===== src/rtl/reg_scoreboard.sv =====
// ---------------------------------------------------------------------------
// reg_scoreboard
//
// Per-register pending-write scoreboard that sits beside the ID stage of an
// in-order pipeline. Each architectural register x1..x31 owns a small counter
// of writes that have issued from ID but not yet retired in WB. Issue bumps the
// counter and writeback drops it, so no per-stage tracking is needed. Decode is
// told to stall when its instruction reads a register with pending writes, or
// when it would overflow a counter.
//
// Optional feature:
//   SCOREBOARD_WAW_STALL_EN - when defined, a write to a register that already
//   has a pending write also stalls, so every counter stays at 0 or 1.
//
// Parameters:
//   CNT_W            width of each pending counter (max 2**CNT_W-1 outstanding)
//
// Ports:
//   clk_i            clock
//   rst_ni           asynchronous, active-low reset
//   id_valid_i       ID holds a valid instruction that wants to issue
//   id_rs1_i/rs2_i   source registers of the ID instruction
//   id_rd_i          destination register of the ID instruction
//   id_writes_i      the ID instruction writes id_rd_i
//   wb_valid_i       WB retires a register write this cycle
//   wb_rd_i          register written by WB
//   flush_i          clear all pending counters on the next edge
//   no_hazard_o      ID instruction may issue this cycle (combinational)
//   busy_vec_o       bit i set when register i has a pending write
//   underflow_err_o  sticky: a WB arrived for a register with no pending write
// ---------------------------------------------------------------------------
module reg_scoreboard #(
  parameter int CNT_W = 2
) (
  input  logic        clk_i,
  input  logic        rst_ni,
  input  logic        id_valid_i,
  input  logic [4:0]  id_rs1_i,
  input  logic [4:0]  id_rs2_i,
  input  logic [4:0]  id_rd_i,
  input  logic        id_writes_i,
  input  logic        wb_valid_i,
  input  logic [4:0]  wb_rd_i,
  input  logic        flush_i,
  output logic        no_hazard_o,
  output logic [31:0] busy_vec_o,
  output logic        underflow_err_o
);

  localparam logic [CNT_W-1:0] CNT_ZERO = {CNT_W{1'b0}};
  localparam logic [CNT_W-1:0] CNT_ONE  = CNT_W'(1'b1);

  // x0 is never tracked, so only x1..x31 have storage.
  logic [CNT_W-1:0] cnt_q [1:31];
  logic [CNT_W-1:0] cnt_d [1:31];
  logic             underflow_q;
  logic             underflow_d;

  logic [31:0] busy_s;
  logic [31:0] sat_s;
  logic        raw_s;
  logic        sat_hz_s;
  logic        waw_s;
  logic        no_hazard_s;
  logic        issue_fire_s;
  logic        wb_fire_s;
  logic        uf_set_s;

  // Per-register busy and saturated flags; bit 0 stays clear for x0.
  always_comb begin
    busy_s = 32'h0000_0000;
    sat_s  = 32'h0000_0000;
    for (int i = 1; i < 32; i++) begin
      busy_s[i] = |cnt_q[i];
      sat_s[i]  = &cnt_q[i];
    end
  end

  // Hazard terms; they depend only on registered counters and ID inputs,
  // so a same-cycle WB is deliberately not bypassed.
  always_comb begin
    raw_s    = busy_s[id_rs1_i] | busy_s[id_rs2_i];
    sat_hz_s = id_writes_i & (id_rd_i != 5'd0) & sat_s[id_rd_i];
`ifdef SCOREBOARD_WAW_STALL_EN
    waw_s    = id_writes_i & busy_s[id_rd_i];
`else
    waw_s    = 1'b0;
`endif
    no_hazard_s  = ~(raw_s | sat_hz_s | waw_s);
    issue_fire_s = id_valid_i & no_hazard_s & id_writes_i & (id_rd_i != 5'd0);
    wb_fire_s    = wb_valid_i & (wb_rd_i != 5'd0);
  end

  // Counter next state: flush wins, then issue/WB; issue and WB on the same
  // register cancel out and never count as an underflow.
  always_comb begin
    uf_set_s = 1'b0;
    for (int i = 1; i < 32; i++) begin
      cnt_d[i] = cnt_q[i];
      if (flush_i) begin
        cnt_d[i] = CNT_ZERO;
      end else if (issue_fire_s && (id_rd_i == 5'(i)) &&
                   !(wb_fire_s && (wb_rd_i == 5'(i)))) begin
        cnt_d[i] = cnt_q[i] + CNT_ONE;
      end else if (wb_fire_s && (wb_rd_i == 5'(i)) &&
                   !(issue_fire_s && (id_rd_i == 5'(i)))) begin
        if (cnt_q[i] == CNT_ZERO) begin
          uf_set_s = 1'b1;
        end else begin
          cnt_d[i] = cnt_q[i] - CNT_ONE;
        end
      end else begin
        cnt_d[i] = cnt_q[i];
      end
    end
    underflow_d = underflow_q | uf_set_s;
  end

  // State registers; the error flag survives flush and clears only on reset.
  always_ff @(posedge clk_i or negedge rst_ni) begin
    if (!rst_ni) begin
      for (int i = 1; i < 32; i++) begin
        cnt_q[i] <= CNT_ZERO;
      end
      underflow_q <= 1'b0;
    end else begin
      for (int i = 1; i < 32; i++) begin
        cnt_q[i] <= cnt_d[i];
      end
      underflow_q <= underflow_d;
    end
  end

  assign no_hazard_o     = no_hazard_s;
  assign busy_vec_o      = busy_s;
  assign underflow_err_o = underflow_q;

endmodule


===== config.mk =====
export PLATFORM = sky130hd
export DESIGN_NAME = reg_scoreboard
export DESIGN_NICKNAME = d
export VERILOG_FILES = /design/src/rtl/reg_scoreboard.sv
export SDC_FILE = /design/constraint.sdc
export NUM_CORES = 1
export LEC_CHECK = 0
export CAP_MARGIN = 30
export CORE_MARGIN = 8
export CORE_UTILIZATION = 25
export DETAILED_ROUTE_END_ITERATION = 8
export HOLD_SLACK_MARGIN = 0.1
export PLACE_DENSITY_LB_ADDON = 0.08
export SLEW_MARGIN = 20
export SYNTH_ARGS = -nofsm -noshare
export SYNTH_HDL_FRONTEND = slang
export SYNTH_SLANG_ARGS = --single-unit

===== constraint.sdc =====
create_clock -name clk_i -period 9.5 [get_ports clk_i]
set_input_delay 1.9 -clock clk_i [delete_from_list [all_inputs] [get_ports clk_i]]
set_output_delay 1.9 -clock clk_i [all_outputs]
set_load 0.03 [all_outputs]

Word level (Yosys, flattened, before mapping)
Cells that the tools add are included.
Storage, ports and cells
  flip-flop bits (word level): 63
  logic and storage cells: 797
Cells by class
  $add $sub $neg: 62
  order comparisons: 3
  eq/ne operators: 93
  multiplexer cells: 254
  bitwise logic cells: 10
  reduce and logical (&&, ||, !) cells: 343
Operator list (count)
  2-bit two-way mux: 124
  5-bit equality test, second input constant: 32
  1-bit two-way mux: 127
  1-bit logical AND: 124
  2-bit AND reduction: 62
  3-bit != test, second input constant: 31
  3-bit nonzero test: 31
  5-bit by 4-bit equality test with 1-bit output, second input constant: 16
  2-bit by 1-bit adder with 2-bit output, second input constant: 31
  1-bit logical NOT: 62
  2-bit logical NOT: 31
  2-bit OR reduction: 31
  2-bit by 1-bit subtractor with 2-bit output, second input constant: 31
  5-bit by 3-bit equality test with 1-bit output, second input constant: 8
  5-bit by 2-bit equality test with 1-bit output, second input constant: 4
  5-bit by 6-bit < comparator with 1-bit output, second input constant: 3
  1-bit binary-select mux with 5-bit select: 3
  5-bit by 1-bit equality test with 1-bit output, second input constant: 2
  5-bit nonzero test: 2
  1-bit bitwise AND: 6
  1-bit OR: 3
  1-bit inverter: 1

Logic depth before layout (Yosys ltp)
Gate-level depths: netlist (run 1).
  word-level depth: 136
  mapped depth: 12

Worst setup path after synthesis (run 1)
No wires, ideal clock.
  kind: input to output
  start point: input port id_rs2_i[2]
  end point: output port no_hazard_o
  arrival time: 3848 ps
  data required time: 7600 ps
  slack: 3752 ps
  cell stages on the path: 6
  buffers on the path: 1
  cell sequence: clkbuf_1 -> mux4_2 -> mux2_2 -> a22oi_1 -> o21a_1 -> and3_1
Between the ends
  word-level cells in the longest chain between the ends: 5
Ends and longest elaborated chain
  from (decl): RTL line 39  | input logic [4:0] id_rs2_i,
  1-bit binary-select mux with 5-bit select: RTL line 82  | raw_s = busy_s[id_rs1_i] | busy_s[id_rs2_i];
  1-bit two-way mux (implied by the code): RTL line 82
  1-bit OR: RTL line 82
  1-bit OR: RTL line 89  | no_hazard_s = ~(raw_s | sat_hz_s | waw_s);
  1-bit inverter: RTL line 89
  to (decl): RTL line 45  | output logic no_hazard_o,
Every way passes these cells. The select of a mux whose other input is x is not followed.

Worst setup path in the final report (run 1)
  start point: input port id_rd_i[0]
  end point: output port no_hazard_o
Between the ends
  word-level cells in the longest chain between the ends: 5
  elaborated cells between the ends (all ways): 7
  classes of those cells: mux (2); bitwise (4); reduce/logical (1)
Ends and longest elaborated chain
  from (decl): RTL line 40  | input logic [4:0] id_rd_i,
  1-bit binary-select mux with 5-bit select / 5-bit nonzero test (equally long branches): RTL line 83  | sat_hz_s = id_writes_i & (id_rd_i != 5'd0) & sat_s[id_rd_i];
  1-bit two-way mux (implied by the code) / 1-bit bitwise AND (equally long branches): RTL line 83
  1-bit bitwise AND (*): RTL line 83
  1-bit OR (*): RTL line 89
  1-bit inverter (*): RTL line 89
Mark *: on every way between the ends. The rest lies on a longest branch, timed or not. The select of a mux whose other input is x is not followed.

==> metrics.csv, run 1 <==
metric,value,unit
result of the run,finished clean,
post-synthesis cell type count,63,
Max IR drop VDD,0.0801,mV
net count of the finished layout,807,
number of cells produced by synthesis,738,
clk slew on worst S/H paths,50,ps
"Worst Path Class, Setup",in -> out,
Port Buffer Count,58,
overall die area,0.0272,mm²
H-Tree Depth,3,
hold buffer count at CTS,0,
most frequent standard cell in the layout excluding fill and tap cells,sky130_fd_sc_hd__nor2_1,
cell-by-cell listing of the critical path,clkdlybuf4s50_1 -> buf_4 -> nor4bb_1 -> a22oi_1 -> nand2_1 -> nor3_1 -> nand2_1 -> and3_1 -> clkdlybuf4s50_1,
portion of the post-synthesis area used by sequential elements,28.4,%
Horiz. Die Dim,165,µm
"commonest cells after routing, fill and taps aside","sky130_fd_sc_hd__nor2_1 (102), sky130_fd_sc_hd__a21oi_1 (71), sky130_fd_sc_hd__dfrtp_1 (63)",
cell depth of the worst min-delay path,1,
antenna-violating nets left,0,
number of gates resized after cts,0,
number of synthesized flops with an enable pin,0,
last weighted congestion value of the routability-driven placer,0.921,
CTS Buf Count,9,
Clock Path Buffers,2,
slowest cell on the critical path,sky130_fd_sc_hd__clkdlybuf4s50_1,
register bit total from synthesis,63,
area of all placed cells without fillers,0.00668,mm²
Final setup viols,0,
Fmax,138,MHz
CP Buf/Inv Count,3,
worst endpoint required time,7600,ps
Yosys Warn Count,0,
final routed wire length divided by cell count,22.1,µm
Setup Buffers After CTS,0,
clock sink total,63,
Syn Std Cell Area,0.00555,mm²
cell area after placement,0.00639,mm²
area growth from synthesis to layout,20.4,%
main flop type after synthesis,sky130_fd_sc_hd__dfrtp_1,
TritonRoute pass-1 iters,4,
detailed placer's ending HPWL,18400,µm
"Hold Violations, Final",0,
RSZ-0062 raised after global routing,no,
dominant delay contributor by cell family on the critical path,buffers and inverters,
syn nets,764,
number of vias in the routed layout,5978,
sequential cell fraction of total power,39.2,%
Total Wirelength,23500,µm
Max Fanout on Critical Path,19,
largest net degree at the start of global routing,68,
initial DRC count,378,
type of the tightest min-delay check,reg -> reg,
Arrival @ worst endpoint,5350,ps
share of layout cells above drive strength 1,9.17,%
origin of the critical flop-to-flop path,cnt_q[25],
logic gate share of total power,17.3,%
peak per-stage delay on the critical path,850,ps
switching share of power,29.9,%
TritonCTS clock tree,built,
clock tree skew after final layout,8.89,ps
first-pass GRT wire length,35800,µm
number of primary I/O pins,60,
Total Routing Usage GR,17.4,%
Hold Path Origin,cnt_q[44],
register-to-register setup slack,5520,ps
internal power of the cells,0.494,mW
root cell of the clock tree,sky130_fd_sc_hd__clkbuf_16,
fraction of registers with async set/reset,100,%
Std-Cell Rows,54,
max-slew violation count,0,
Critical Path Start Type,primary input,
number of diodes,0,
Psw,0.211,mW
power per standard cell area,106,mW/mm²
Worst R2R End,underflow_err_o,
clock latency of the later-clocked register in the worst-skew pair,350,ps
per-instance average area after synthesis,7.52,µm²
vias in the first global route,5898,
minimum period implied by the final worst setup slack,7250,ps
max_slew headroom,33.1,%
remaining design rule violation count,0,
part of the cycle the worst path needs,76.4,%
initial antenna violation count,0,
routed via count divided by cell count,5.61,
Maximum Capacitance Violations,0,
overall overflow remaining after global route,0,
final setup TNS,0,ps
starting utilization of the core area,25.4,%
cells on worst reg2reg path,10,
die extent in y,165,µm
standard cell core area,0.0218,mm²
kind of end point of the critical path,primary output,
transition at the pin with the smallest max-transition slack,990,ps
leakage power,2.64,nW
Worst Hold End,cnt_q[44],
Clk pwr share,43.6,%
[metrics by stage]
stage	std cells	utilization (%)	power [mW]	hold WS [ps]	setup WS, ps
2_1_floorplan	738	-	0.347	497	3750
3_3_place_gp	1044	29.2	0.400	554	2490
3_5_place_dp	1048	29.3	0.401	564	2320
4_1_cts	1063	30.5	0.712	570	2320
5_1_grt	1065	30.6	0.734	604	2120
6_report	1065	30.6	0.705	577	2250
[cells in the mapped netlist, types with 11 or more instances]
master | n | share of area (%)
sky130_fd_sc_hd__nor2_1 | 102 | 6.9
sky130_fd_sc_hd__a21oi_1 | 71 | 6.4
sky130_fd_sc_hd__dfrtp_1 | 63 | 28
sky130_fd_sc_hd__nand2_1 | 61 | 4.1
sky130_fd_sc_hd__o21ai_0 | 41 | 3.7
sky130_fd_sc_hd__clkbuf_1 | 33 | 2.2
sky130_fd_sc_hd__and2_1 | 31 | 3.5
sky130_fd_sc_hd__nor3_1 | 28 | 2.5
sky130_fd_sc_hd__a211oi_1 | 25 | 3.4
sky130_fd_sc_hd__nand3_1 | 25 | 2.3
sky130_fd_sc_hd__inv_1 | 22 | 1.5
sky130_fd_sc_hd__or2_2 | 18 | 2.0
sky130_fd_sc_hd__o211ai_1 | 15 | 2.0
sky130_fd_sc_hd__a21o_1 | 11 | 1.5
[area by class of cell]
type                            count  area (µm²)
Inverter                           22        82.6
Clock buffer                       11         243
Clock inverter                      4        22.5
Sequential cell                    63        1580
Tap cell                          280         350
Fill cell                        2336       15100
Timing Repair Buffer               72         678
Multi-Input combinational cell    613        3730
[logic make-up (layout without fill, tap and decap cells)]
group	count (synthesis)	in the layout	synth area share [%]
XOR/XNOR	6	6	0.947
flip-flops	63	63	28.4
AO/OA/AOI/OAI	222	222	25.7
multiplexers	18	18	5.39
AND/OR/NAND/NOR	366	366	35.0
other	1	1	0.0676
buffers and inverters	62	109	4.51
[worst max-delay path by stage]
stage / startpoint / to / slack, ps / cells past startpoint
6_report: id_rd_i[0] / no_hazard_o / 2250 / 9
4_1_cts: id_rd_i[0] / no_hazard_o / 2320 / 9
3_3_place_gp: id_rs1_i[2] / no_hazard_o / 2490 / 8
5_1_grt: id_rd_i[0] / no_hazard_o / 2120 / 9
2_1_floorplan: id_rs2_i[2] / no_hazard_o / 3750 / 6
3_5_place_dp: id_rd_i[0] / no_hazard_o / 2320 / 9
[power by group through the flow]
stage	clock, mW	combinational [mW]	sequential, mW
CTS	0.315	0.120	0.277
global placement	0	0.119	0.281
finish	0.307	0.122	0.276
detailed placement	0	0.120	0.281
floorplan	0	0.0649	0.282
global route	0.327	0.130	0.277
[registers in the layout, indices dropped and copies added, names as in the netlist]
| register | count |
|---|---|
| underflow_err_o | 1 |
| cnt_q | 62 |
[metal layers]
layer,wire length [µm],part of all wire [%],global-route usage [%],vias up
met3,1450,6.2,4.06,32
li1,-,-,-,2801
met4,490,2.1,5.28,0
met2,10700,45,27.5,191
met5,0,0,0,-
met1,10900,46,23.2,2954
Power figures use the tool's default switching activity.
==> run 2, diff against run 1 <==
clock period = 6.1 ns   (was 9.5 ns; I/O delays follow)
==> run 2 against run 1 <==
  * Worst setup slack worse by 1400 ps
  * Critical path depth is 1 lower
  * Sequential power is 56% higher
  * Combinational power is 57% higher
  * Clock power is 78% higher
  * Die area stayed put
  * Flip-flop and latch count stayed put
  * Clock skew is 1.4 ps lower
  * Final area is 1.2% higher
  * Worst hold slack better by 19 ps
  * Critical endpoint unchanged
==> metrics.csv, run 2 (synthesis gave the netlist of run 1 again) <==
metric,value,unit,change
result of the run,finished clean,,
Arrival @ worst endpoint,4030,ps,-1320 ps
initial antenna violation count,0,,unchanged
register with the most flip-flops,cnt_q,,
worst endpoint required time,4880,ps,-2720 ps
clk slew on worst S/H paths,50,ps,about the same
number of primary I/O pins,60,,unchanged
Max IR drop VDD,0.118,mV,+47%
worst hold margin,597,ps,+19.3 ps
Horiz. Die Dim,165,µm,unchanged
number of flip-flops in the largest register,62,,unchanged
area growth from synthesis to layout,21.8,%,
Total Wirelength,24300,µm,+3.3%
first-pass GRT wire length,36700,µm,+2.6%
power per standard cell area,173,mW/mm²,+64%
standard cell core area,0.0218,mm²,unchanged
slowest cell on the critical path,sky130_fd_sc_hd__clkdlybuf4s50_1,,
global route hottest layer,met2,,
kind of end point of the critical path,primary output,,
share of layout cells above drive strength 1,9.87,%,+0.70 points
clock latency of the later-clocked register in the worst-skew pair,350,ps,about the same
Critical Path Start Type,primary input,,
TritonRoute pass-1 iters,5,,+1
overall overflow remaining after global route,0,,unchanged
peak per-stage delay on the critical path,540,ps,-310 ps
number of gates resized after cts,0,,unchanged
layout filler cell count,2360,,+1.0%
Clock Path Buffers,2,,unchanged
vias in the first global route,5957,,+1.0%
cell-by-cell listing of the critical path,clkdlybuf4s50_1 -> inv_1 -> mux4_2 -> a2111oi_1 -> o21a_2 -> o21a_1 -> and3_1 -> buf_4,,
Std-Cell Rows,54,,unchanged
final routed wire length divided by cell count,22.7,µm,+2.8%
minimum period implied by the final worst setup slack,5250,ps,
root cell of the clock tree,sky130_fd_sc_hd__clkbuf_16,,
remaining design rule violation count,0,,unchanged
leakage power,2.69,nW,+1.8%
Maximum Capacitance Violations,0,,unchanged
"Worst Path Class, Setup",in -> out,,
area of all placed cells without fillers,0.00676,mm²,+1.2%
Max Fanout on Critical Path,7,,-12
most frequent standard cell in the layout excluding fill and tap cells,sky130_fd_sc_hd__nor2_1,,
TritonCTS clock tree,built,,
last weighted congestion value of the routability-driven placer,0.886,,-3.8%
Port Buffer Count,58,,unchanged
Fmax,191,MHz,
Final setup viols,0,,unchanged
part of the cycle the worst path needs,86.1,%,
Total Routing Usage GR,18.1,%,+0.67 points
detailed placer's ending HPWL,18900,µm,+2.8%
hold buffer count at CTS,0,,unchanged
clock tree skew after final layout,7.45,ps,-1.44 ps
dominant delay contributor by cell family on the critical path,buffers and inverters,,
power after layout,1.17,mW,+66%
antenna-violating nets left,0,,unchanged
initial DRC count,702,,+86%
max_slew headroom,42.1,%,+9.0 points
largest net degree at the start of global routing,64,,-5.9%
transition at the pin with the smallest max-transition slack,866,ps,-124 ps
met1 track demand over resource in global routing,24.7,%,+1.4 points
overall die area,0.0272,mm²,unchanged
die extent in y,165,µm,unchanged
starting utilization of the core area,25.4,%,unchanged
H-Tree Depth,3,,unchanged
number of vias in the routed layout,6120,,+2.4%
cell area after placement,0.00642,mm²,+0.51%
net count of the finished layout,811,,+0.50%
Setup Buffers After CTS,0,,unchanged
number of diodes,0,,unchanged
"commonest cells after routing, fill and taps aside","sky130_fd_sc_hd__nor2_1 (102), sky130_fd_sc_hd__a21oi_1 (71), sky130_fd_sc_hd__dfrtp_1 (63)",,
"Hold Violations, Final",0,,unchanged
RSZ-0062 raised after global routing,no,,
grt met2 use,28.4,%,+0.88 points
met3 usage in global routing,3.12,%,-0.95 points
type of the tightest min-delay check,reg -> reg,,
final setup TNS,0,ps,unchanged
routed via count divided by cell count,5.72,,+1.9%
CP Buf/Inv Count,3,,unchanged
register-to-register setup slack,2150,ps,-3370 ps
CTS Buf Count,9,,unchanged
final cell utilization of the core,31.0,%,+0.37 points
clock sink total,63,,unchanged
max-slew violation count,0,,unchanged
-- run 2: report_power, final --
group	total [mW]	switching, mW	internal, mW
Combinational	0.191	0.124	0.0665
Sequential	0.431	0.00870	0.423
Clock	0.547	0.199	0.349
-- run 2: stage by stage --
step	setup slack [ps]	std cells
2_1_floorplan	1710	738
3_3_place_gp	787	1051
3_5_place_dp	829	1052
4_1_cts	900	1068
5_1_grt	671	1070
6_report	851	1070
-- run 2: path summary, 6_finish.rpt --
kind,from,endpoint,depth (start not counted)
setup / recovery,id_rs1_i[2],no_hazard_o,8
hold / removal,cnt_q[44],cnt_q[44],1
setup reg to reg,cnt_q[25],underflow_err_o,10
hold reg to reg,cnt_q[44],cnt_q[44],1
max in group asynchronous,rst_ni,cnt_q[32],3
min in group asynchronous,rst_ni,cnt_q[31],2
-- run 2: worst reg2reg max path, cell delays in order, from the launching register on --
cell	delay (ps)
sky130_fd_sc_hd__dfrtp_1	420
sky130_fd_sc_hd__nor2_1	400
sky130_fd_sc_hd__inv_1	180
sky130_fd_sc_hd__mux4_2	480
sky130_fd_sc_hd__a2111oi_0	400
sky130_fd_sc_hd__o21a_2	200
sky130_fd_sc_hd__o21ai_2	220
sky130_fd_sc_hd__nor4b_1	750
sky130_fd_sc_hd__o32ai_1	220
sky130_fd_sc_hd__nor4_1	380
sky130_fd_sc_hd__a41oi_1	150
-- run 2: final cells by class --
class	instances	area (µm²)	share of cell area, %
Clock buffer	13	270	4.00
Clock inverter	3	40.0	0.592
Tap cell	280	350	5.18
Sequential cell	63	1580	23.3
Inverter	22	82.6	1.22
Timing Repair Buffer	76	713	10.6
Multi-Input combinational cell	613	3730	55.1
-- run 2: routing by layer --
layer  vias to the layer above  share of wire, %
li1                       2815                 -
met1                      3002                45
met2                       261                46
met3                        42               7.1
met4                         0               2.4
met5                         -                 0
